$ cat src/rtl/branch_predictor_btb_if.sv
// Fetch lookup, execute feedback, redirect and statistics signals of the BTB.
interface branch_predictor_btb_if #(
  parameter int PC_SIZE = 16,
  parameter int STAT_W  = 16
);
  logic [PC_SIZE-1:0] lookup_pc;
  logic               predict_hit;
  logic               predict_taken;
  logic [PC_SIZE-1:0] predict_target;
  logic               fb_branch;
  logic [PC_SIZE-1:0] fb_pc;
  logic               fb_predict_taken;
  logic [PC_SIZE-1:0] fb_predict_target;
  logic               fb_feedback_taken;
  logic [PC_SIZE-1:0] fb_feedback_target;
  logic               redirect_valid;
  logic [PC_SIZE-1:0] redirect_pc;
  logic [STAT_W-1:0]  branch_count;
  logic [STAT_W-1:0]  mispredict_count;

  modport slave (
    input  lookup_pc, fb_branch, fb_pc, fb_predict_taken, fb_predict_target,
           fb_feedback_taken, fb_feedback_target,
    output predict_hit, predict_taken, predict_target, redirect_valid,
           redirect_pc, branch_count, mispredict_count
  );

  modport master (
    output lookup_pc, fb_branch, fb_pc, fb_predict_taken, fb_predict_target,
           fb_feedback_taken, fb_feedback_target,
    input  predict_hit, predict_taken, predict_target, redirect_valid,
           redirect_pc, branch_count, mispredict_count
  );
endinterface

$ cat src/rtl/branch_predictor_btb.sv
// Direct-mapped branch target buffer with per-entry saturating direction
// counters, a one-cycle registered mispredict redirect and saturating stats.
module branch_predictor_btb #(
  parameter int PC_SIZE  = 16,
  parameter int ENTRIES  = 16,
  parameter int CTR_BITS = 2,
  parameter int PC_INC   = 1,
  parameter int STAT_W   = 16
) (
  input  logic                   clk,
  input  logic                   rst_n,
  branch_predictor_btb_if.slave  bus
);
  localparam int IDX_W = $clog2(ENTRIES);
  localparam int TAG_W = PC_SIZE - IDX_W;
  localparam logic [PC_SIZE-1:0]  PC_INC_V = PC_SIZE'(PC_INC);
  localparam logic [CTR_BITS-1:0] CTR_MAX  = '1;
  localparam logic [CTR_BITS-1:0] CTR_WT   = CTR_BITS'(2 ** (CTR_BITS - 1));
  localparam logic [CTR_BITS-1:0] CTR_WNT  = CTR_BITS'(2 ** (CTR_BITS - 1) - 1);
  localparam logic [STAT_W-1:0]   STAT_MAX = '1;

  logic                valid_q  [ENTRIES];
  logic [TAG_W-1:0]    tag_q    [ENTRIES];
  logic [PC_SIZE-1:0]  target_q [ENTRIES];
  logic [CTR_BITS-1:0] ctr_q    [ENTRIES];

  logic                redirect_valid_q, redirect_valid_d;
  logic [PC_SIZE-1:0]  redirect_pc_q, redirect_pc_d;
  logic [STAT_W-1:0]   branch_count_q, branch_count_d;
  logic [STAT_W-1:0]   mispredict_count_q, mispredict_count_d;

  logic [IDX_W-1:0]    lk_idx, fb_idx;
  logic [TAG_W-1:0]    lk_tag, fb_tag;
  logic                lk_hit, fb_hit, mis;
  logic [CTR_BITS-1:0] fb_ctr_d;

  assign lk_idx = bus.lookup_pc[IDX_W-1:0];
  assign lk_tag = bus.lookup_pc[PC_SIZE-1:IDX_W];
  assign fb_idx = bus.fb_pc[IDX_W-1:0];
  assign fb_tag = bus.fb_pc[PC_SIZE-1:IDX_W];

  // Fetch-side lookup reads pre-update state; no bypass from a same-cycle update.
  always_comb begin
    lk_hit             = valid_q[lk_idx] && (tag_q[lk_idx] == lk_tag);
    bus.predict_hit    = lk_hit;
    bus.predict_taken  = lk_hit && ctr_q[lk_idx][CTR_BITS-1];
    bus.predict_target = bus.predict_taken ? target_q[lk_idx]
                                           : bus.lookup_pc + PC_INC_V;
  end

  // Mispredict detection and the trained counter value for the feedback entry.
  always_comb begin
    fb_hit = valid_q[fb_idx] && (tag_q[fb_idx] == fb_tag);
    mis    = (bus.fb_predict_taken != bus.fb_feedback_taken) ||
             (bus.fb_predict_taken && bus.fb_feedback_taken &&
              (bus.fb_predict_target != bus.fb_feedback_target));
    fb_ctr_d = ctr_q[fb_idx];
    if (bus.fb_feedback_taken) begin
      if (ctr_q[fb_idx] != CTR_MAX) fb_ctr_d = ctr_q[fb_idx] + CTR_BITS'(1);
    end else begin
      if (ctr_q[fb_idx] != '0) fb_ctr_d = ctr_q[fb_idx] - CTR_BITS'(1);
    end
  end

  // Next values for the redirect register and the saturating statistics.
  always_comb begin
    redirect_valid_d   = bus.fb_branch && mis;
    redirect_pc_d      = redirect_pc_q;
    branch_count_d     = branch_count_q;
    mispredict_count_d = mispredict_count_q;
    if (redirect_valid_d)
      redirect_pc_d = bus.fb_feedback_taken ? bus.fb_feedback_target
                                            : bus.fb_pc + PC_INC_V;
    if (bus.fb_branch && branch_count_q != STAT_MAX)
      branch_count_d = branch_count_q + STAT_W'(1);
    if (redirect_valid_d && mispredict_count_q != STAT_MAX)
      mispredict_count_d = mispredict_count_q + STAT_W'(1);
  end

  // Table training; a taken miss evicts whatever occupies the index.
  always_ff @(posedge clk) begin
    if (!rst_n) begin
      for (int i = 0; i < ENTRIES; i++) begin
        valid_q[i] <= 1'b0;
        ctr_q[i]   <= CTR_WNT;
      end
    end else if (bus.fb_branch) begin
      if (fb_hit) begin
        ctr_q[fb_idx] <= fb_ctr_d;
        if (bus.fb_feedback_taken) target_q[fb_idx] <= bus.fb_feedback_target;
      end else if (bus.fb_feedback_taken) begin
        valid_q[fb_idx]  <= 1'b1;
        tag_q[fb_idx]    <= fb_tag;
        target_q[fb_idx] <= bus.fb_feedback_target;
        ctr_q[fb_idx]    <= CTR_WT;
      end
    end
  end

  // Redirect pulse and statistics registers.
  always_ff @(posedge clk) begin
    if (!rst_n) begin
      redirect_valid_q   <= 1'b0;
      redirect_pc_q      <= '0;
      branch_count_q     <= '0;
      mispredict_count_q <= '0;
    end else begin
      redirect_valid_q   <= redirect_valid_d;
      redirect_pc_q      <= redirect_pc_d;
      branch_count_q     <= branch_count_d;
      mispredict_count_q <= mispredict_count_d;
    end
  end

  assign bus.redirect_valid   = redirect_valid_q;
  assign bus.redirect_pc      = redirect_pc_q;
  assign bus.branch_count     = branch_count_q;
  assign bus.mispredict_count = mispredict_count_q;
endmodule
$ cat src/flat_wrapper.sv
// flat-port wrapper written by rule: the top's interface ports become plain ports
module branch_predictor_btb_flat 
#(
  parameter int PC_SIZE  = 16,
  parameter int ENTRIES  = 16,
  parameter int CTR_BITS = 2,
  parameter int PC_INC   = 1,
  parameter int STAT_W   = 16
)
  (clk, rst_n, bus_lookup_pc, bus_fb_branch, bus_fb_pc, bus_fb_predict_taken, bus_fb_predict_target, bus_fb_feedback_taken, bus_fb_feedback_target, bus_predict_hit, bus_predict_taken, bus_predict_target, bus_redirect_valid, bus_redirect_pc, bus_branch_count, bus_mispredict_count);
  branch_predictor_btb_if #(.PC_SIZE(PC_SIZE), .STAT_W(STAT_W)) bus_i ();
  input  logic clk;
  input  logic rst_n;
  input wire logic [$bits(bus_i.lookup_pc)-1:0] bus_lookup_pc;
  input wire logic [$bits(bus_i.fb_branch)-1:0] bus_fb_branch;
  input wire logic [$bits(bus_i.fb_pc)-1:0] bus_fb_pc;
  input wire logic [$bits(bus_i.fb_predict_taken)-1:0] bus_fb_predict_taken;
  input wire logic [$bits(bus_i.fb_predict_target)-1:0] bus_fb_predict_target;
  input wire logic [$bits(bus_i.fb_feedback_taken)-1:0] bus_fb_feedback_taken;
  input wire logic [$bits(bus_i.fb_feedback_target)-1:0] bus_fb_feedback_target;
  output wire logic [$bits(bus_i.predict_hit)-1:0] bus_predict_hit;
  output wire logic [$bits(bus_i.predict_taken)-1:0] bus_predict_taken;
  output wire logic [$bits(bus_i.predict_target)-1:0] bus_predict_target;
  output wire logic [$bits(bus_i.redirect_valid)-1:0] bus_redirect_valid;
  output wire logic [$bits(bus_i.redirect_pc)-1:0] bus_redirect_pc;
  output wire logic [$bits(bus_i.branch_count)-1:0] bus_branch_count;
  output wire logic [$bits(bus_i.mispredict_count)-1:0] bus_mispredict_count;
  assign bus_i.lookup_pc = bus_lookup_pc;
  assign bus_i.fb_branch = bus_fb_branch;
  assign bus_i.fb_pc = bus_fb_pc;
  assign bus_i.fb_predict_taken = bus_fb_predict_taken;
  assign bus_i.fb_predict_target = bus_fb_predict_target;
  assign bus_i.fb_feedback_taken = bus_fb_feedback_taken;
  assign bus_i.fb_feedback_target = bus_fb_feedback_target;
  assign bus_predict_hit = bus_i.predict_hit;
  assign bus_predict_taken = bus_i.predict_taken;
  assign bus_predict_target = bus_i.predict_target;
  assign bus_redirect_valid = bus_i.redirect_valid;
  assign bus_redirect_pc = bus_i.redirect_pc;
  assign bus_branch_count = bus_i.branch_count;
  assign bus_mispredict_count = bus_i.mispredict_count;
  branch_predictor_btb #(.PC_SIZE(PC_SIZE), .ENTRIES(ENTRIES), .CTR_BITS(CTR_BITS), .PC_INC(PC_INC), .STAT_W(STAT_W)) u_core (.clk(clk), .rst_n(rst_n), .bus(bus_i));
endmodule
$ cat config.mk
export PLATFORM = sky130hd
export DESIGN_NAME = branch_predictor_btb_flat
export DESIGN_NICKNAME = d
export VERILOG_FILES = /design/src/rtl/branch_predictor_btb_if.sv /design/src/rtl/branch_predictor_btb.sv /design/src/flat_wrapper.sv
export SDC_FILE = /design/constraint.sdc
export NUM_CORES = 1
export LEC_CHECK = 0
export ABC_AREA = 1
export CAP_MARGIN = 10
export CELL_PAD_IN_SITES_DETAIL_PLACEMENT = 0
export CELL_PAD_IN_SITES_GLOBAL_PLACEMENT = 1
export CORE_MARGIN = 4
export CORE_UTILIZATION = 50
export DETAILED_ROUTE_END_ITERATION = 8
export DONT_BUFFER_PORTS = 1
export GPL_TIMING_DRIVEN = 0
export PLACE_DENSITY_LB_ADDON = 0.1
export SLEW_MARGIN = 25
export SYNTH_ARGS = -nofsm -noshare
export SYNTH_HDL_FRONTEND = slang
export SYNTH_SLANG_ARGS = --single-unit
$ cat constraint.sdc
create_clock -name clk -period 4 [get_ports clk]
set_input_delay 0.2 -clock clk [delete_from_list [all_inputs] [get_ports clk]]
set_output_delay 0.2 -clock clk [all_outputs]
set_load 0.005 [all_outputs]
==> flow_summary.yaml <==
global_routing:
  grtUsageTotal_pct: 34.86
  grt_pass1_vias: 20590
  grt_max_degree: 20
  grt_pass1_wl_um: 143600
  overflow: 0
  grt_antenna_before_repair: 12
logic_synthesis:
  synth_edf_count: 480
  ys_seq_area_share_pct: 59.31
  synthArstFlopShare_pct: 0
  syn-num-nets: 2864
  synth.avg_cell_area_um2: 9.507
  yosysWarnings: 0
  synth_area_mm2: 0.02650
  ys.flop_type: "edfxtp_1"
  netlist_instances: 2787
  ys_ff_latch: 545
  synthDistinctLibCells: 53
sta:
  slew_viol_final: 0
  fin_hold_ws_ns: 0.03377
  rsz0062_at_grt: "no"
  hold_violations: 0
  fmax_mhz: 276.2
  fin_crit_sh_pct: 90.51
  fin_skew_ns: 0.02277
  tightest_slew_ns: 1.186
  fin_ws_ns: 0.3794
  setup_viol: 0
  min_period_ns: 3.621
  maxSlewHeadroom_pct: 20.92
cts:
  cts_buffers: 58
  cts_tree: "built"
  clk_path_buf_depth: 3
  post_cts_hold_buffer_count: 34
  cts_setup_buffers: 0
  clk_latency_ns: 0.64
  clk_pin_slew_ns: 0.06
  cts-htree-levels: 2
  ctsResizeCount: 0
  clock-root-buffer: "clkbuf_16"
  clkSinkCount: 545
placed_design:
  gp_congestion: 0.9880
  io_buffers: 0
  pre_cts_slack_ns: 0.3843
  dp_hpwl_um: 68550
floorplan:
  fp.dieArea_mm2: 0.05674
  num_rows: 84
  initial_core_util_pct: 50.42
  core_mm2: 0.05255
  die_x_um: 238.2
  ios: 136
  die_y_um: 238.2
route:
  drt_wl_total_um: 101500
  wl_per_cell_um: 27.94
  drtAntennaViolNets: 0
  num_vias: 22270
  post_drt_via_cell_ratio: 6.130
  initialDrtViolationCount: 3413
  firstDrtPassIters: 8
  post-route-drc-count: 0
final_layout:
  drive_gt1_share_pct: 9.517
  num-fill-cells: 4595
  syn2layout_area_growth_pct: 13.51
  register_area_mm2: 0.01572
  nets: 2971
  final_common_cell: "nand2_1"
  post-route-util_pct: 57.24
  multi_input_area_mm2: 0.009007
  final_cell_mix: "nand2_1, edfxtp_1, o21ai_0"
power:
  p_per_area_mw_per_mm2: 437.8
  p_leak_nw: 11.17
  report.power.total_mw: 13.17
  vdd_ir_drop_max_mv: 0.3294
setup_path:
  critPathBufInv: 3
  cp-end-kind: "output pin"
  required_ns: 3.80
  crit_slowest_cell: "clkbuf_1"
  critical-path-max-stage-delay_ns: 0.79
  cp_top_family: "buffers and inverters"
  crit_chain: "inv_1 > clkbuf_1 > nand3_1 > nand3_1 > nand3_1 > xor2_1 > nand3b_1 > nor2_1 > nand3_1 > buf_2 > o21ai_1"
  cpMostUsedCell: "nand3_1"
  critPathLaunchType: "primary input"
  worstPathMaxFanout: 10
  critPathKind: "in2out"
  worstPathArrival_ns: 3.42
hold_path:
  hold_path_class: "in2reg"
job:
  max_cap_viol_count: 0
outcome:
  outcome: "finished, final reports clean"
## area by class of cell
type	instances	area share, %
Timing Repair Buffer	47	1.780
Antenna cell	3	0.02496
Sequential cell	545	52.25
Clock buffer	67	5.212
Clock inverter	41	1.394
Tap cell	688	2.862
Buffer	169	3.157
Multi-Input combinational cell	1803	29.95
Inverter	270	3.374
## power by group
| part | internal, mW | switching, mW | leakage, nW |
|---|---|---|---|
| clock network | 3.21 | 2.37 | 0.983 |
| logic | 0.350 | 0.959 | 5.34 |
| registers | 6.24 | 0.0410 | 4.84 |
## cell families (layout without fill, tap and decap cells)
kind of cell / after synthesis / count (layout) / share of synthesized area [%]
other: 0 / 3 / 0
AO/OA/AOI/OAI: 699 / 699 / 14.70
adder cells (fa/ha/maj): 8 / 8 / 0.3778
buffers and inverters: 439 / 594 / 7.414
XOR/XNOR: 51 / 51 / 1.686
flip-flops: 545 / 545 / 59.31
AND/OR/NAND/NOR: 1045 / 1045 / 16.52
## synth_stat cells, types with 2 or more instances
master	n	area share [%]
nand4_1	12	0.28
nor3_1	21	0.40
xnor2_1	12	0.40
buf_2	57	1.1
nor2_1	343	4.9
nand2_1	504	7.1
o21ai_0	328	6.2
buf_4	11	0.31
clkbuf_1	71	1.0
inv_1	264	3.7
nand3_1	123	2.3
o21bai_1	5	0.14
edfxtp_1	480	54
o221ai_1	24	0.79
nor3_2	4	0.15
nor2_2	3	0.071
o21ai_1	42	0.79
a21oi_2	5	0.17
nor3_4	2	0.12
inv_2	5	0.071
nor2_4	2	0.085
o22ai_1	53	1.3
a31oi_1	9	0.21
or2_2	2	0.047
a32o_1	8	0.30
buf_1	5	0.071
ha_1	8	0.38
a211oi_1	3	0.085
o211ai_1	25	0.71
nand3_2	12	0.45
nor4_1	2	0.047
a221oi_1	8	0.26
nand2_2	5	0.12
dfxtp_1	65	4.9
buf_6	22	0.93
nand2_4	2	0.085
o211a_1	6	0.23
nand3b_1	5	0.14
xor2_1	39	1.3
a21oi_1	177	3.3
## metrics by stage
| step | instances | TNS, ns | cell area (µm²) |
|---|---|---|---|
| after global placement | 3475 | -188.16 | 27360 |
| after detailed placement | 3488 | 0 | 27740 |
| after CTS | 3630 | 0 | 30070 |
| final | 3633 | 0 | 30080 |
| after floorplan | 2787 | 0 | 26500 |
| after global routing | 3631 | 0 | 30070 |
## per-layer routing
| layer | track usage (%) | vias up | wire length, µm |
|---|---|---|---|
| met1 | 49.92 | 10740 | 41310 |
| met2 | 50.45 | 1473 | 42680 |
| met5 | 0 | - | 66 |
| met3 | 11.38 | 229 | 13690 |
| li1 | - | 9820 | - |
| met4 | 11.73 | 8 | 3756 |
## worst min-delay path: stages
cell	delay [ns]
nand2_1	0.23
nand2_1	0.13
a21oi_1	0.05
## registers in the layout, indices dropped and copies added (netlist names)
signal	cells
u_core.target_q	256
u_core.bus.branch_count	16
u_core.bus.redirect_valid	1
u_core.bus.mispredict_count	16
u_core.ctr_q	32
u_core.tag_q	192
u_core.bus.redirect_pc	16
u_core.valid_q	16
## worst paths after layout
path,depth (start not counted),start,to,slack [ns]
max,11,bus_lookup_pc[2],bus_predict_target[0],0.38
min,3,bus_fb_branch,u_core.bus.redirect_pc[14],0.03
max reg2reg,16,u_core.tag_q[15][0],u_core.tag_q[8][7],0.98
min reg2reg,2,u_core.valid_q[11],u_core.valid_q[11],0.50
Note: power is estimated with default switching activity, not from simulation.
